`src/rtl/jerry_pkg.sv`:
```
// Shared definitions for the Jerry-side bus requester: FSM state codes,
// transfer-source encodings and default timing parameters.
package jerry_pkg;

    localparam logic [1:0] ST_IDLE = 2'd0;
    localparam logic [1:0] ST_REQ  = 2'd1;
    localparam logic [1:0] ST_OWN  = 2'd2;
    localparam logic [1:0] ST_REL  = 2'd3;

    localparam logic SEL_DSP = 1'b0;
    localparam logic SEL_DMA = 1'b1;

    localparam int unsigned HOLD_MAX_DEF = 8;
    localparam int unsigned REL_GAP_DEF  = 2;
    localparam int unsigned WDOG_DEF     = 1023;

endpackage

```
`src/rtl/busreq_prio.sv`:
```
// Request merge: DMA-over-DSP source select, urgency term and any-pending flag.
module busreq_prio
    import jerry_pkg::*;
(
    input  logic dsp_req,
    input  logic dsp_hipri,
    input  logic dma_req,
    output logic pending_c,
    output logic urgent_c,
    output logic sel_c
);

    always_comb begin
        pending_c = dsp_req | dma_req;
        urgent_c  = dma_req | (dsp_req & dsp_hipri);
        sel_c     = dma_req ? SEL_DMA : SEL_DSP;
    end

endmodule

```
`src/rtl/jerry_busreq.sv`:
```
// Jerry bus requester: drives the active-low request pair, waits for grant,
// sequences one-at-a-time transfers during a tenure and releases the bus.
module jerry_busreq #(
    parameter int unsigned HOLD_MAX = jerry_pkg::HOLD_MAX_DEF,
    parameter int unsigned REL_GAP  = jerry_pkg::REL_GAP_DEF,
    parameter int unsigned WDOG     = jerry_pkg::WDOG_DEF
) (
    input  logic sys_clk,
    input  logic resetl,
    input  logic dsp_req,
    input  logic dsp_hipri,
    input  logic dma_req,
    input  logic dbgl,
    input  logic ack,
    output logic dbrl_0,
    output logic dbrl_1,
    output logic bus_own,
    output logic xfer_go,
    output logic xfer_sel,
    output logic dsp_done,
    output logic dma_done,
    output logic wd_err
);
    import jerry_pkg::*;

    localparam int unsigned TEN_W = $clog2(HOLD_MAX + 1);
    localparam int unsigned GAP_W = $clog2(REL_GAP + 1);
    localparam int unsigned WD_W  = $clog2(WDOG + 1);

    logic             pending_c;
    logic             urgent_c;
    logic             sel_c;

    logic [1:0]       state_q,    state_d;
    logic             dbrl_0_q,   dbrl_0_d;
    logic             dbrl_1_q,   dbrl_1_d;
    logic             bus_own_q,  bus_own_d;
    logic             xfer_go_q,  xfer_go_d;
    logic             xfer_sel_q, xfer_sel_d;
    logic             dsp_done_q, dsp_done_d;
    logic             dma_done_q, dma_done_d;
    logic             wd_err_q,   wd_err_d;
    logic             outst_q,    outst_d;
    logic             preempt_q,  preempt_d;
    logic [TEN_W-1:0] tenure_q,   tenure_d;
    logic [GAP_W-1:0] gap_cnt_q,  gap_cnt_d;
    logic [WD_W-1:0]  wd_cnt_q,   wd_cnt_d;

    logic             preempt_now;
    logic             done_now;
    logic             go_rel;

    busreq_prio u_prio (
        .dsp_req   (dsp_req),
        .dsp_hipri (dsp_hipri),
        .dma_req   (dma_req),
        .pending_c (pending_c),
        .urgent_c  (urgent_c),
        .sel_c     (sel_c)
    );

    // Next-state and registered-output logic
    always_comb begin
        state_d     = state_q;
        dbrl_0_d    = dbrl_0_q;
        dbrl_1_d    = dbrl_1_q;
        bus_own_d   = bus_own_q;
        xfer_go_d   = 1'b0;
        xfer_sel_d  = xfer_sel_q;
        dsp_done_d  = 1'b0;
        dma_done_d  = 1'b0;
        wd_err_d    = wd_err_q;
        outst_d     = outst_q;
        preempt_d   = preempt_q;
        tenure_d    = tenure_q;
        gap_cnt_d   = gap_cnt_q;
        wd_cnt_d    = wd_cnt_q;
        preempt_now = preempt_q | dbgl;
        done_now    = dsp_done_q | dma_done_q;
        go_rel      = 1'b0;

        case (state_q)
            ST_IDLE: begin
                outst_d   = 1'b0;
                preempt_d = 1'b0;
                tenure_d  = '0;
                wd_cnt_d  = '0;
                if (pending_c) begin
                    state_d  = ST_REQ;
                    dbrl_0_d = 1'b0;
                    dbrl_1_d = ~urgent_c;
                end
            end

            ST_REQ: begin
                dbrl_1_d = ~urgent_c;
                if (!pending_c) begin
                    state_d  = ST_IDLE;
                    dbrl_0_d = 1'b1;
                    dbrl_1_d = 1'b1;
                    wd_cnt_d = '0;
                end else if (!dbgl) begin
                    state_d   = ST_OWN;
                    bus_own_d = 1'b1;
                    dbrl_1_d  = 1'b1;
                    wd_cnt_d  = '0;
                end else if (wd_cnt_q != WD_W'(WDOG)) begin
                    wd_cnt_d = wd_cnt_q + WD_W'(1);
                    if (wd_cnt_q == WD_W'(WDOG - 1)) begin
                        wd_err_d = 1'b1;
                    end
                end
            end

            ST_OWN: begin
                preempt_d = preempt_now;
                if (outst_q) begin
                    if (ack) begin
                        outst_d  = 1'b0;
                        tenure_d = tenure_q + TEN_W'(1);
                        if (xfer_sel_q == SEL_DMA) begin
                            dma_done_d = 1'b1;
                        end else begin
                            dsp_done_d = 1'b1;
                        end
                    end
                end else if (done_now) begin
                    // Requester has not yet reacted to done; only request-independent exits here
                    go_rel = preempt_now || (tenure_q == TEN_W'(HOLD_MAX));
                end else if (preempt_now || !pending_c || (tenure_q == TEN_W'(HOLD_MAX))) begin
                    go_rel = 1'b1;
                end else begin
                    xfer_go_d  = 1'b1;
                    xfer_sel_d = sel_c;
                    outst_d    = 1'b1;
                end
                if (go_rel) begin
                    state_d   = ST_REL;
                    dbrl_0_d  = 1'b1;
                    dbrl_1_d  = 1'b1;
                    bus_own_d = 1'b0;
                    gap_cnt_d = '0;
                    preempt_d = 1'b0;
                    tenure_d  = '0;
                end
            end

            ST_REL: begin
                gap_cnt_d = gap_cnt_q + GAP_W'(1);
                if (gap_cnt_q == GAP_W'(REL_GAP - 1)) begin
                    state_d   = ST_IDLE;
                    gap_cnt_d = '0;
                end
            end

            default: begin
                state_d = ST_IDLE;
            end
        endcase
    end

    // State and output registers with synchronous active-low reset
    always_ff @(posedge sys_clk) begin
        if (!resetl) begin
            state_q    <= ST_IDLE;
            dbrl_0_q   <= 1'b1;
            dbrl_1_q   <= 1'b1;
            bus_own_q  <= 1'b0;
            xfer_go_q  <= 1'b0;
            xfer_sel_q <= SEL_DSP;
            dsp_done_q <= 1'b0;
            dma_done_q <= 1'b0;
            wd_err_q   <= 1'b0;
            outst_q    <= 1'b0;
            preempt_q  <= 1'b0;
            tenure_q   <= '0;
            gap_cnt_q  <= '0;
            wd_cnt_q   <= '0;
        end else begin
            state_q    <= state_d;
            dbrl_0_q   <= dbrl_0_d;
            dbrl_1_q   <= dbrl_1_d;
            bus_own_q  <= bus_own_d;
            xfer_go_q  <= xfer_go_d;
            xfer_sel_q <= xfer_sel_d;
            dsp_done_q <= dsp_done_d;
            dma_done_q <= dma_done_d;
            wd_err_q   <= wd_err_d;
            outst_q    <= outst_d;
            preempt_q  <= preempt_d;
            tenure_q   <= tenure_d;
            gap_cnt_q  <= gap_cnt_d;
            wd_cnt_q   <= wd_cnt_d;
        end
    end

    assign dbrl_0   = dbrl_0_q;
    assign dbrl_1   = dbrl_1_q;
    assign bus_own  = bus_own_q;
    assign xfer_go  = xfer_go_q;
    assign xfer_sel = xfer_sel_q;
    assign dsp_done = dsp_done_q;
    assign dma_done = dma_done_q;
    assign wd_err   = wd_err_q;

endmodule

```
`config.mk`:
```
export PLATFORM = sky130hd
export DESIGN_NAME = jerry_busreq
export DESIGN_NICKNAME = d
export VERILOG_FILES = /design/src/rtl/jerry_pkg.sv /design/src/rtl/busreq_prio.sv /design/src/rtl/jerry_busreq.sv
export SDC_FILE = /design/constraint.sdc
export NUM_CORES = 1
export LEC_CHECK = 0
export ABC_AREA = 1
export CORE_MARGIN = 2
export CORE_UTILIZATION = 40
export DETAILED_ROUTE_END_ITERATION = 8
export GPL_TIMING_DRIVEN = 0
export PLACE_DENSITY = 0.65
export SETUP_SLACK_MARGIN = 0.5
export SLEW_MARGIN = 40
export SYNTH_ARGS = -nofsm -noshare
export SYNTH_HDL_FRONTEND = slang
export SYNTH_SLANG_ARGS = --single-unit
export TNS_END_PERCENT = 50
```
`constraint.sdc`:
```
create_clock -name sys_clk -period 1.5 [get_ports sys_clk]
set_input_delay 0.45 -clock sys_clk [delete_from_list [all_inputs] [get_ports sys_clk]]
set_output_delay 0.45 -clock sys_clk [all_outputs]
set_load 0.02 [all_outputs]
```
==> reports/results.ini <==
[grt]
grt_pass1_vias=1468
grt_usage_pct=19.2
grt_overflow=0
antenna_found_initial=0
grt_max_degree=15
grt_pass1_wl_um=6530

[die]
row_count=22
die_h_um=66.4
start_util_pct=42.2
io_pins=15
dieArea_mm2=0.00441
die_x_um=66.4
core_mm2=0.00369

[synth]
synth-seq-cells=28
synth_nets=250
avgSynthCellArea_um2=6.62
ys_seq_area_share_pct=36.0
synth_top_area_cell=dfxtp_1
yosysTopAreaCellShare_pct=36.0
yosys-top-cells-area=dfxtp_1, nand2_1, inv_1, nor2_1, ha_1
yosys_warnings=0
syn_inst=235
ys_types=23
syn_area_mm2=0.00156

[place]
dpl.cell_count=297
io_buffers=14
place_area_mm2=0.00180
dp_hpwl_um=2420
gp_congestion=0.858
preCtsSetupSlack_ps=-575

[finish]
stdcell_count=330
final_cell_area_mm2=0.00239
fillers=318
drive_above_1_share_pct=46.5
final_core_util_pct=64.7
nets=299
diodes=0
area_growth_pct=53.3

[sta]
worst_pin_slew_ps=332
skew_ps=11.9
worst_slack_ps=40.6
setup_tns_ps=0
fin_crit_sh_pct=97.3
timing.fmax_mhz=685
rsz0062_at_grt=true
slew_violations=0
min_period_ps=1460
hold_slack_ps=451
finalHoldViolCount=0
setup_violations=0
slew_headroom_pct=77.7

[route]
ant_nets=0
drt-met1-wl_um=1850
vias=1656
wl_met3_um=114
wire_per_inst_um=13.1
drtIter0Drc=69
firstDrtPassIters=4
route.detailed.drc=0
routed.top_layer=met4
routed_wl_um=4330
wl_met2_um=2310
routed_via_density=5.02

[worst_setup_path]
critPathCaptureType=flip-flop
crit_path_start_kind=flip-flop
crit_type=flip-flop to flip-flop
worstReg2RegEnd=dbrl_0
path_max_fanout=4
worstPathRequired_ps=1670
rrSetupSlack_ps=40
worst-r2r-cell-count=11
crit_end=dbrl_0
arrival_ps=1630

[power_and_ir_drop]
vdd_ir_drop_max_uv=1070
power_density_mw_per_mm2=1470
leakagePower_nw=1.02
p_total_mw=3.52

[cts]
root_buffer=clkbuf_8
tritoncts_num_sinks=28
clkTransAtPathRegs_ps=90
h-tree-depth=1
numCtsBuffers=3
cts_tree=done
clk_path_buf_depth=2
clk_latency_ps=280

[hold_path]
hold_class=flip-flop to flip-flop

[run]
max_cap_viol_count=0

[outcome]
status=complete, no violations

==> cells in the mapped netlist <==
cell and number:
buf_6 1, nand2_2 5, ha_1 8, nand4_1 6
xor2_1 1, dfxtp_1 28, nand2_4 1, nor2_4 2
nand3_1 18, nor3b_1 1, inv_1 33, o21a_1 1
o32ai_1 1, clkbuf_1 1, nand2_1 55, o21ai_1 1
o21ai_0 10, nor2_2 4, clkinv_1 2, a21oi_1 18
inv_2 2, nor3_1 4, nor2_1 32
==> layout by cell type (no fill, tap or decap), types with 3 or more instances in the layout <==
| cell | count |
|---|---|
| nand4_1 | 6 |
| a21oi_1 | 14 |
| ha_4 | 6 |
| nand2_1 | 46 |
| o21ai_2 | 5 |
| inv_1 | 24 |
| clkbuf_8 | 3 |
| a21oi_2 | 4 |
| dfxtp_4 | 4 |
| buf_4 | 23 |
| inv_4 | 4 |
| buf_6 | 14 |
| nand3_1 | 8 |
| nand2_2 | 12 |
| o21ai_1 | 4 |
| inv_2 | 7 |
| nor2_2 | 5 |
| dfxtp_2 | 13 |
| nor2_1 | 26 |
| nand3_2 | 10 |
| nor2_4 | 7 |
| dfxtp_1 | 11 |
| clkdlybuf4s50_1 | 3 |
==> power breakdown <==
group | switching (mW) | internal [mW] | total [mW] | leakage (nW)
Combinational | 1.10 | 0.997 | 2.10 | 0.759
Sequential | 0.123 | 0.870 | 0.993 | 0.236
Clock | 0.246 | 0.181 | 0.427 | 0.0216
Total | 1.47 | 2.05 | 3.52 | 1.02
==> worst min-delay path by stage <==
| stage | start | endpoint | slack [ps] | cells past startpoint |
|---|---|---|---|---|
| finish | gap_cnt_q[1] | gap_cnt_q[1] | 450 | 2 |
| global route | gap_cnt_q[1] | gap_cnt_q[1] | 460 | 2 |
| CTS | gap_cnt_q[1] | gap_cnt_q[1] | 450 | 2 |
| detailed placement | xfer_sel | dsp_done | 430 | 1 |
| global placement | gap_cnt_q[1] | gap_cnt_q[1] | 420 | 2 |
| floorplan | gap_cnt_q[1] | gap_cnt_q[1] | 410 | 2 |
==> routing by layer <==
metal	up-vias	global-route usage [%]
met2	35	34.3
met4	0	6.12
met5	-	0
li1	838	-
met3	6	3.07
met1	777	23.3
==> critical path, cell delays in order (launching register included) <==
cell	delay [ps]
dfxtp_4	370
inv_4	50
ha_4	170
inv_4	60
nor2_4	30
buf_4	130
buf_6	100
buf_6	120
nor2_4	70
nand3_2	80
a21oi_2	110
o21ai_1	70
==> what timing repair did <==
item / CTS / global route
gates cloned: 1 / 0
pin swaps: 33 / 22
resized for setup: 88 / 70
hold buffers: 0 / 0
setup buffers: 25 / 4
setup endpoints to repair: 36 / 36
==> sequential cells by signal, indices dropped and copies added (netlist names), named ones only <==
name	cells
wd_cnt_q	10
tenure_q	4
gap_cnt_q	2
bus_own	1
dbrl_0	1
dbrl_1	1
dma_done	1
dsp_done	1
outst_q	1
preempt_q	1
state_q	1
wd_err	1
xfer_go	1
xfer_sel	1
==> layout make-up <==
cell class	count	area (µm²)	area share [%]
Tap cell	48	60.1	2.52
Buffer	2	22.5	0.944
Sequential cell	28	592	24.8
Timing Repair Buffer	44	422	17.7
Inverter	37	151	6.35
Clock buffer	3	41.3	1.73
Multi-Input combinational cell	168	1100	46.0
==> cells by family after synthesis <==
kind of cell / synth area share, %
AND/OR/NAND/NOR: 36.7
flip-flops: 36.0
adder cells (fa/ha/maj): 6.43
buffers and inverters: 9.89
AO/OA/AOI/OAI: 10.4
XOR/XNOR: 0.563
Power figures use the tool's default switching activity.
